$ cat config.mk
export PLATFORM = sky130hd
export DESIGN_NAME = jpeg_block_sequencer
export DESIGN_NICKNAME = d
export VERILOG_FILES = /design/src/rtl/jpeg_block_sequencer.sv
export SDC_FILE = /design/constraint.sdc
export NUM_CORES = 1
export LEC_CHECK = 0
export BUFFER_PORTS_ARGS = -buffer_cell sky130_fd_sc_hd__buf_2
export CORE_MARGIN = 3
export CORE_UTILIZATION = 55
export DETAILED_ROUTE_END_ITERATION = 10
export GPL_ROUTABILITY_DRIVEN = 1
export HOLD_SLACK_MARGIN = 0.08
export PLACE_DENSITY = 0.78
export SETUP_SLACK_MARGIN = 0.15
export SYNTH_ARGS = -nofsm -noshare
export SYNTH_HDL_FRONTEND = slang
export SYNTH_SLANG_ARGS = --single-unit
export TNS_END_PERCENT = 30
$ cat constraint.sdc
create_clock -name clock -period 2.9 [get_ports clock]
set_clock_uncertainty 0.2 [all_clocks]
set_input_delay 0.435 -clock clock [delete_from_list [all_inputs] [get_ports clock]]
set_output_delay 0.435 -clock clock [all_outputs]
set_load 0.005 [all_outputs]
$ cat src/rtl/jpeg_block_sequencer.sv
// -----------------------------------------------------------------------------
// jpeg_block_sequencer
//
// Per-block control FSM for the JPEG encoder datapath. For every 8x8 block
// accepted from upstream, it steps through the following stages in order,
// one strobe at a time:
//   1. input databuffer load
//   2. 2D DCT
//   3. DCT result capture
//   4. eight Quantize row slots
//   5. zigzag scan
//   6. Huffman start, then wait for Huffman done
//   7. block done
//
// Optional feature (compile-time macro JPEG_SEQ_TIMEOUT_EN):
//   When defined, a watchdog in HWAIT forces completion after HUFF_TIMEOUT
//   cycles without huff_done and sets the sticky timeout_err flag.
//   When undefined, HWAIT waits forever and timeout_err stays 0.
//
// Parameters:
//   DCT_LATENCY   : cycles dct_enable is held high (1..255)
//   QUANT_LATENCY : Quantize pipeline delay; each row slot lasts
//                   QUANT_LATENCY+1 cycles (0..15)
//   HUFF_TIMEOUT  : watchdog limit in cycles (only with JPEG_SEQ_TIMEOUT_EN)
//
// Ports:
//   clock, reset        : rising-edge clock, asynchronous active-high reset
//   block_valid/ready   : upstream block handshake (ready only in IDLE)
//   is_luminance_in/out : component type, latched at accept
//   input_enable        : databuffer load pulse
//   dct_enable          : DCT_2D enable
//   dct_end_enable      : DCT capture pulse
//   matrix_row          : Quantize / zigzag row index (0 outside QUANT)
//   zigzag_input_enable : zigzag row write strobe
//   zigag_enable        : zigzag scan pulse
//   Huffman_start       : Huffman controller start pulse
//   huff_done           : Huffman completion pulse (sampled only in HWAIT)
//   busy                : high whenever not IDLE
//   block_done          : one-cycle completion pulse
//   block_count         : completed blocks (wrapping)
//   timeout_err         : sticky watchdog flag
//
// All outputs are registered from the next-state decode, so each output
// is aligned with the state the FSM occupies in that cycle.
// -----------------------------------------------------------------------------
module jpeg_block_sequencer #(
  parameter int DCT_LATENCY   = 4,
  parameter int QUANT_LATENCY = 1,
  parameter int HUFF_TIMEOUT  = 1024
) (
  input  logic        clock,
  input  logic        reset,
  input  logic        block_valid,
  output logic        block_ready,
  input  logic        is_luminance_in,
  output logic        is_luminance,
  output logic        input_enable,
  output logic        dct_enable,
  output logic        dct_end_enable,
  output logic [7:0]  matrix_row,
  output logic        zigzag_input_enable,
  output logic        zigag_enable,
  output logic        Huffman_start,
  input  logic        huff_done,
  output logic        busy,
  output logic        block_done,
  output logic [15:0] block_count,
  output logic        timeout_err
);

  typedef enum logic [3:0] {
    S_IDLE   = 4'd0,
    S_LOAD   = 4'd1,
    S_DCT    = 4'd2,
    S_CAP    = 4'd3,
    S_QUANT  = 4'd4,
    S_ZZ     = 4'd5,
    S_HSTART = 4'd6,
    S_HWAIT  = 4'd7,
    S_DONE   = 4'd8
  } state_t;

  localparam logic [7:0]  DCT_LAST = 8'(DCT_LATENCY - 1);
  localparam logic [3:0]  Q_LAST   = 4'(QUANT_LATENCY);
  localparam logic [15:0] TO_LAST  = 16'(HUFF_TIMEOUT - 1);

`ifdef JPEG_SEQ_TIMEOUT_EN
  localparam logic TIMEOUT_ON = 1'b1;
`else
  localparam logic TIMEOUT_ON = 1'b0;
`endif

  state_t      state_r, state_s;
  logic [7:0]  dct_cnt_r, dct_cnt_s;
  logic [3:0]  slot_r, slot_s;
  logic [2:0]  row_r, row_s;
  logic [15:0] wd_r, wd_s;
  logic [15:0] count_s;
  logic        lum_s;
  logic        terr_s;

  // Next-state, counter and bookkeeping logic for the block sequence.
  always_comb begin
    state_s   = state_r;
    dct_cnt_s = dct_cnt_r;
    slot_s    = slot_r;
    row_s     = row_r;
    wd_s      = wd_r;
    count_s   = block_count;
    lum_s     = is_luminance;
    terr_s    = timeout_err;
    case (state_r)
      S_IDLE: begin
        if (block_valid && block_ready) begin
          state_s = S_LOAD;
          lum_s   = is_luminance_in;
        end else begin
          state_s = S_IDLE;
        end
      end
      S_LOAD: begin
        state_s   = S_DCT;
        dct_cnt_s = DCT_LAST;
      end
      S_DCT: begin
        // Down-counter loaded with D-1 gives exactly D cycles in DCT.
        if (dct_cnt_r == 8'd0) begin
          state_s = S_CAP;
        end else begin
          dct_cnt_s = dct_cnt_r - 8'd1;
        end
      end
      S_CAP: begin
        state_s = S_QUANT;
        slot_s  = 4'd0;
        row_s   = 3'd0;
      end
      S_QUANT: begin
        // Each row slot is QUANT_LATENCY+1 cycles long.
        if (slot_r == Q_LAST) begin
          slot_s = 4'd0;
          if (row_r == 3'd7) begin
            state_s = S_ZZ;
          end else begin
            row_s = row_r + 3'd1;
          end
        end else begin
          slot_s = slot_r + 4'd1;
        end
      end
      S_ZZ: begin
        state_s = S_HSTART;
      end
      S_HSTART: begin
        state_s = S_HWAIT;
        wd_s    = 16'd0;
      end
      S_HWAIT: begin
        // huff_done wins over a watchdog expiry on the same cycle.
        if (huff_done) begin
          state_s = S_DONE;
          count_s = block_count + 16'd1;
        end else if (TIMEOUT_ON && (wd_r == TO_LAST)) begin
          state_s = S_DONE;
          terr_s  = 1'b1;
        end else if (TIMEOUT_ON) begin
          wd_s = wd_r + 16'd1;
        end else begin
          wd_s = wd_r;
        end
      end
      S_DONE: begin
        state_s = S_IDLE;
      end
      default: begin
        state_s = S_IDLE;
      end
    endcase
  end

  // State, counters and registered outputs decoded from the next state.
  always_ff @(posedge clock or posedge reset) begin
    if (reset) begin
      state_r             <= S_IDLE;
      dct_cnt_r           <= 8'd0;
      slot_r              <= 4'd0;
      row_r               <= 3'd0;
      wd_r                <= 16'd0;
      block_ready         <= 1'b1;
      is_luminance        <= 1'b0;
      input_enable        <= 1'b0;
      dct_enable          <= 1'b0;
      dct_end_enable      <= 1'b0;
      matrix_row          <= 8'd0;
      zigzag_input_enable <= 1'b0;
      zigag_enable        <= 1'b0;
      Huffman_start       <= 1'b0;
      busy                <= 1'b0;
      block_done          <= 1'b0;
      block_count         <= 16'd0;
      timeout_err         <= 1'b0;
    end else begin
      state_r             <= state_s;
      dct_cnt_r           <= dct_cnt_s;
      slot_r              <= slot_s;
      row_r               <= row_s;
      wd_r                <= wd_s;
      block_ready         <= (state_s == S_IDLE);
      is_luminance        <= lum_s;
      input_enable        <= (state_s == S_LOAD);
      dct_enable          <= (state_s == S_DCT);
      dct_end_enable      <= (state_s == S_CAP);
      matrix_row          <= (state_s == S_QUANT) ? {5'd0, row_s} : 8'd0;
      zigzag_input_enable <= (state_s == S_QUANT) && (slot_s == Q_LAST);
      zigag_enable        <= (state_s == S_ZZ);
      Huffman_start       <= (state_s == S_HSTART);
      busy                <= (state_s != S_IDLE);
      block_done          <= (state_s == S_DONE);
      block_count         <= count_s;
      timeout_err         <= terr_s;
    end
  end

endmodule

-- Word-level counts from Yosys, hierarchy flattened
Index checks and enable logic that the tools add are counted.
- register bits: 48
- input port bits: 5
- output and inout bits: 35
- word-level logic and storage cells: 62
- $add $sub $neg: 4
- equality and inequality tests: 18
- mux-type cells: 14
- reductions and logical operators: 10
- operators with widths (kind ; count):
    4-bit case mux with 8 select lines ; 1
    4-bit by 3-bit equality test with 1-bit output, second input constant ; 7
    4-bit 2-to-1 mux ; 5
    16-bit by 1-bit adder with 16-bit output, second input constant ; 1
    4-bit by 1-bit equality test with 1-bit output, second input constant ; 4
    4-bit by 2-bit equality test with 1-bit output, second input constant ; 4
    8-bit case mux with 2 select lines ; 1
    3-bit 2-to-1 mux ; 3
    4-bit logical NOT ; 2
    8-bit logical NOT ; 1
    8-bit 2-to-1 mux ; 1
    4-bit case mux with 2 select lines ; 1
    8-bit by 1-bit subtractor with 8-bit output, second input constant ; 1
    3-bit case mux with 2 select lines ; 1
    2-bit AND reduction ; 3
    4-bit by 1-bit adder with 4-bit output, second input constant ; 1
    4-bit equality test, second input constant ; 1
    4-bit nonzero test ; 1
    3-bit by 1-bit adder with 3-bit output, second input constant ; 1
    3-bit equality test, second input constant ; 1
    1-bit logical AND ; 2
    2-bit inequality test, second input constant ; 1
    2-bit nonzero test ; 1
    1-bit 2-to-1 mux ; 1

-- Depth between registers and ports, before layout
- word-level depth: 6
- depth in mapped cells: 6
- depth with buffers taken out: 6

-- Worst setup path before layout
Ideal clock, no wire load.
- path kind: register to register
- start: register slot_r[0]
- end: register busy
- library setup time: 0.139 ns
- data arrival time: 1.756 ns
- data required time: 2.561 ns
- path slack: 0.806 ns
- cell stages (with the launch flop): 6
- buffers on the path: 0
- clock period less this slack: 2.094 ns
- cell sequence: dfrtp_1 -> ha_1 -> or3b_2 -> nor3_1 -> or4b_4 -> or4_1
- cells in the longest elaborated chain, start to end: 4
- ends and longest elaborated chain (item ; RTL line ; source):
    from (decl) ; 95 ; logic [3:0] slot_r, slot_s;
    from (signal assigned) ; 205 ; slot_r <= slot_s;
    4-bit by 1-bit equality test with 1-bit output ; 140 ; if (slot_r == Q_LAST) begin
    4-bit 2-to-1 mux ; 140 ;
    4-bit case mux with 8 select lines ; 112 ; case (state_r)
    named net state_s[0] ; 93 ; state_t state_r, state_s;
    4-bit nonzero test ; 217 ; busy <= (state_s != S_IDLE);
    to (signal assigned) ; 217 ;
    to (decl) ; 65 ; output logic busy,
The timed path passes the listed nets, and every way through them passes these cells.
A chain may end at the register's enable or synchronous reset.

-- Final worst setup path
- start: register dct_cnt_r[2]
- end: register dct_cnt_r[6]
- cells in the longest elaborated chain, start to end: 3
- elaborated cells between the ends (all ways): 6
- those cells by class: add/sub: 1; eq/ne: 1; mux: 2; reduce/logical: 2
- ends and longest elaborated chain (item ; RTL line ; source):
    from (decl) ; 94 ; logic [7:0] dct_cnt_r, dct_cnt_s;
    from (signal assigned) ; 204 ; dct_cnt_r <= dct_cnt_s;
    8-bit by 1-bit subtractor with 8-bit output / 8-bit logical NOT (equally long branches) ; 130, 127 ;
    8-bit 2-to-1 mux / 2-bit inequality test (equally long branches) ; -- ;
    8-bit case mux with 2 select lines / 2-bit AND reduction (equally long branches) ; -- ;
Several ways; a longest one is shown, not always the timed one. The select of a mux whose other input is x is not followed.

==> summary.md <==
The run finished with clean final reports. In this run the number of H-tree levels came out at 2. The library cells used most frequently in the layout, excluding fill and tap cells, are dfrtp_1, buf_2, nand2_1. The initial antenna violation count was 0. The repair_antennas step left the layout with diodes totalling 0. Once detail routing completed, the nets flagged for antenna violations numbered 0.

The hold buffer count at cts was 1. The critical path's largest stage delay was 660 ps; the source-to-sink clock delay at the later pin of the worst-skew pair was 300 ps. Fill cells in the final layout number 290. STA classifies the critical path endpoint as a flop.

The share of final-layout standard cells stronger than drive strength 1 is 25.9%. The tools report the cell leakage power as 1.28 nW. Vias per cell: 5.61. The post-detailed-route wirelength per cell was 14.8 um. Once the floorplan was initialized, standard cells occupied 60.3% of the core.

The setup fix buffers added after clock tree synthesis was 0. The floorplan has 22 rows. The congestion estimate from routability-driven global placement came to 0.867.

For the initial detailed-routing violation count, the log shows 87. The critical path's slowest cell was or4_1. Number of global-route vias before repair: 1615. The TritonCTS sink count was 48; the clock-pin slew reported for the worst setup and hold paths after clock tree synthesis was 90 ps. The layout-stage area growth over the synthesis result was 12.3%; the worst-case headroom to the max-slew limit was 44.0%. Worst flop-to-flop path endpoint: dct_cnt_r[6]. Max-cap violations in this run came to 0. The post-cts sizing count came out at 0. The Yosys step of the flow raised 0 warnings.

The via count came out at 1676. The post-route minimum period is 2260 ps. In the post-synthesis netlist, the biggest area contributors are dfrtp_1, xnor2_1, xor2_1, nand2_1, ha_1. The worst hold path passes through 2 cells.

The signal on the critical path passes through or4_1 > o311ai_2 > nor2_1 > o21ai_0. The tools report the arrival time reported for the critical path endpoint as 2260 ps. Largest area contributor in the netlist: dfrtp_1. Routed wire length: 4.44 mm. The cell family contributing the most delay on the critical path is simple AND/OR/NAND/NOR gates.

Type of the tightest min-delay check: primary input to flop. No sink is reached through more buffers than the 2 on the longest clock path. The final layout contains 260 nets. The run gives 7.43 mm as the global-route wire length before repair.

Height of the die: 71.0 um. IR analysis of the VDD net gives a maximum drop of 529 uV. Together, buffers and inverters on the worst path number 0. The nature of the critical path startpoint is a flop. In this run the power spent charging and discharging nets is 0.865 mW. TritonCTS built the clock tree.

For hold timing, the worst endpoint is is_luminance. The run gives 0 as the final number of hold-violating endpoints. The library cell used most frequently in the layout, excluding fill and tap cells, is dfrtp_1. The logs give 34.8% for the share of power burned in combinational logic and 2900 ps for the data required time at the worst endpoint. In the final layout, the multi-input gates occupy 1030 um2. Summing the sequential cell areas from Yosys gives 51.8% of the chip area. The worst register-to-register path begins at dct_cnt_r[2]. The sequential cells in the finished layout cover a total of 1200 um2.

Utilization of the core after routing: 67.7%. The final setup TNS is 0 ps. After synthesis the cells add up to 2320 um2. The most used flip-flop cell after synthesis is dfrtp_1. The region available for standard cell placement spans 3850 um2.

The root buffer cell chosen for the clock tree is clkbuf_8. In this run the most critical hold path is launched from is_luminance_in. Counting the buffers created by CTS gives 5.

The number of max-slew violations in the final report was 0; the full die area was 5040 um2. The tools report the total overflow reported by the global router as 0. The final worst setup slack is 642 ps, and the slew of the pin with the lowest slew margin is 832 ps.

Power spread over the standard cell area amounts to 857 nW/um2. The tools report the placement-stage worst setup slack as 701 ps. The detailed placement HPWL is 3.25 mm, and the number of instances in the synthesized netlist is 212.

The mean instance size in the synthesized netlist was 11.0 um2. The worst register-to-register path has a depth of 4. The cell internal power dissipation was 1.37 mW; the share of the clock period used by the worst path after layout was 77.8%. Of the total power, the share spent switching nets is 38.7%. The total global-route track usage is 18.8%.

After synthesis the netlist holds a flip-flop and latch count of 48. After layout, the design draws a total of 2.24 mW. Of all nets on the critical path, the largest fanout is 7.

After detailed routing, the number of remaining DRC violations is 0. For this run, the top clock speed supported by timing is 443 MHz. The final setup violation count is 0, and the power share of the sequential group is 46.7%.

Per report_power, the clock group accounts for 18.4% of the total. The tools report the largest net degree at the start of global routing as 27. The total of buffers placed on input and output ports is 33, and the area share of the largest cell type after synthesis is 50.6%. The detailed-router iteration count before antenna repair came out at 4. The number of different library cells used by synthesis comes to 48.

After synthesis, the share of flip-flops with an asynchronous set or reset is 100%. The horizontal die dimension was 71.0 um; the reg-to-reg setup timing slack was 640 ps. The run gives 40 as the number of ports placed on the die boundary.

The start-to-end type of the worst setup path is flop to flop. Setup repair after global routing left no endpoint under its margin. Counting flops with a built-in enable in the synthesized netlist gives 0.
## layer usage
layer / track usage [%] / share of wire [%]
met5: 0 / 0
met4: 7.52 / 1.2
met3: 5.11 / 4.3
met2: 30.3 / 49
met1: 24.1 / 45
## kinds of logic (layout without fill, tap and decap cells)
kind of cell / count (synthesis) / in the layout / share of synthesized area [%]
compound gates: 21 / 21 / 6.46
buf+inv: 19 / 53 / 4.90
simple gates: 92 / 92 / 23.8
fa+ha+maj: 5 / 5 / 2.69
other cells: 1 / 6 / 0.161
mux: 5 / 5 / 2.32
flops: 48 / 48 / 51.8
xor+xnor: 21 / 21 / 7.92
## power groups by stage
stage	registers, mW	clock network, mW	logic [mW]
finish	1.05	0.411	0.779
detailed placement	1.06	0	0.778
global placement	1.04	0	0.759
global route	1.08	0.448	0.870
floorplan	0.982	0	0.645
CTS	1.04	0.421	0.786
## how the worst max path moves through the flow
stage / slack [ps] / from / depth (start not counted) / to
5_1_grt: 550 / dct_cnt_r[2] / 4 / dct_cnt_r[6]
6_report: 640 / dct_cnt_r[2] / 4 / dct_cnt_r[6]
4_1_cts: 690 / state_r[3] / 4 / block_count[15]
3_3_place_gp: 730 / state_r[1] / 4 / busy
3_5_place_dp: 700 / state_r[1] / 4 / busy
2_1_floorplan: 810 / slot_r[0] / 5 / busy
## per-stage QoR
stage,instance area [um2],cells,hold slack [ps]
finish,2610,299,166
CTS,2610,299,161
global route,2610,299,164
global placement,2510,290,255
detailed placement,2510,290,278
floorplan,2340,217,268
## registers in the layout, summed over array words and instances (netlist names)
| register | flops |
|---|---|
| Huffman_start | 1 |
| block_count | 16 |
| block_done | 1 |
| block_ready | 1 |
| busy | 1 |
| dct_cnt_r | 8 |
| dct_enable | 1 |
| dct_end_enable | 1 |
| input_enable | 1 |
| is_luminance | 1 |
| matrix_row | 3 |
| row_r | 3 |
| slot_r | 4 |
| state_r | 4 |
| zigag_enable | 1 |
| zigzag_input_enable | 1 |
## worst register-to-register path, cell delays in order, from the launching register on
cell and delay, ps:
dfrtp_1 470, or4_1 660, o311ai_2 450, nor2_1 110
o21ai_0 270
## synthesized netlist by cell type, drive strengths merged (2+ instances only)
cell type  count
a2111oi        2
a21oi          5
and3           3
and4           3
buf           10
dfrtp         47
ha             5
inv            8
mux2           3
mux2i          2
nand2         20
nand3         12
nand4          4
nand4b         2
nor2          14
nor3           5
nor3b          2
nor4           5
nor4b          4
o21ai          8
or2            2
or3            2
or3b           2
or4            4
or4b           3
xnor2         12
xor2           9
## final cells by class
cell class / count / area share, %
inverters: 8 / 1.15
clock inverters: 2 / 0.384
flip-flops and latches: 48 / 46.1
well taps: 48 / 2.30
clock buffers: 6 / 3.17
multi-input cells: 150 / 39.3
repair buffers: 37 / 7.58
No activity file was read; power rests on OpenSTA's default activity.
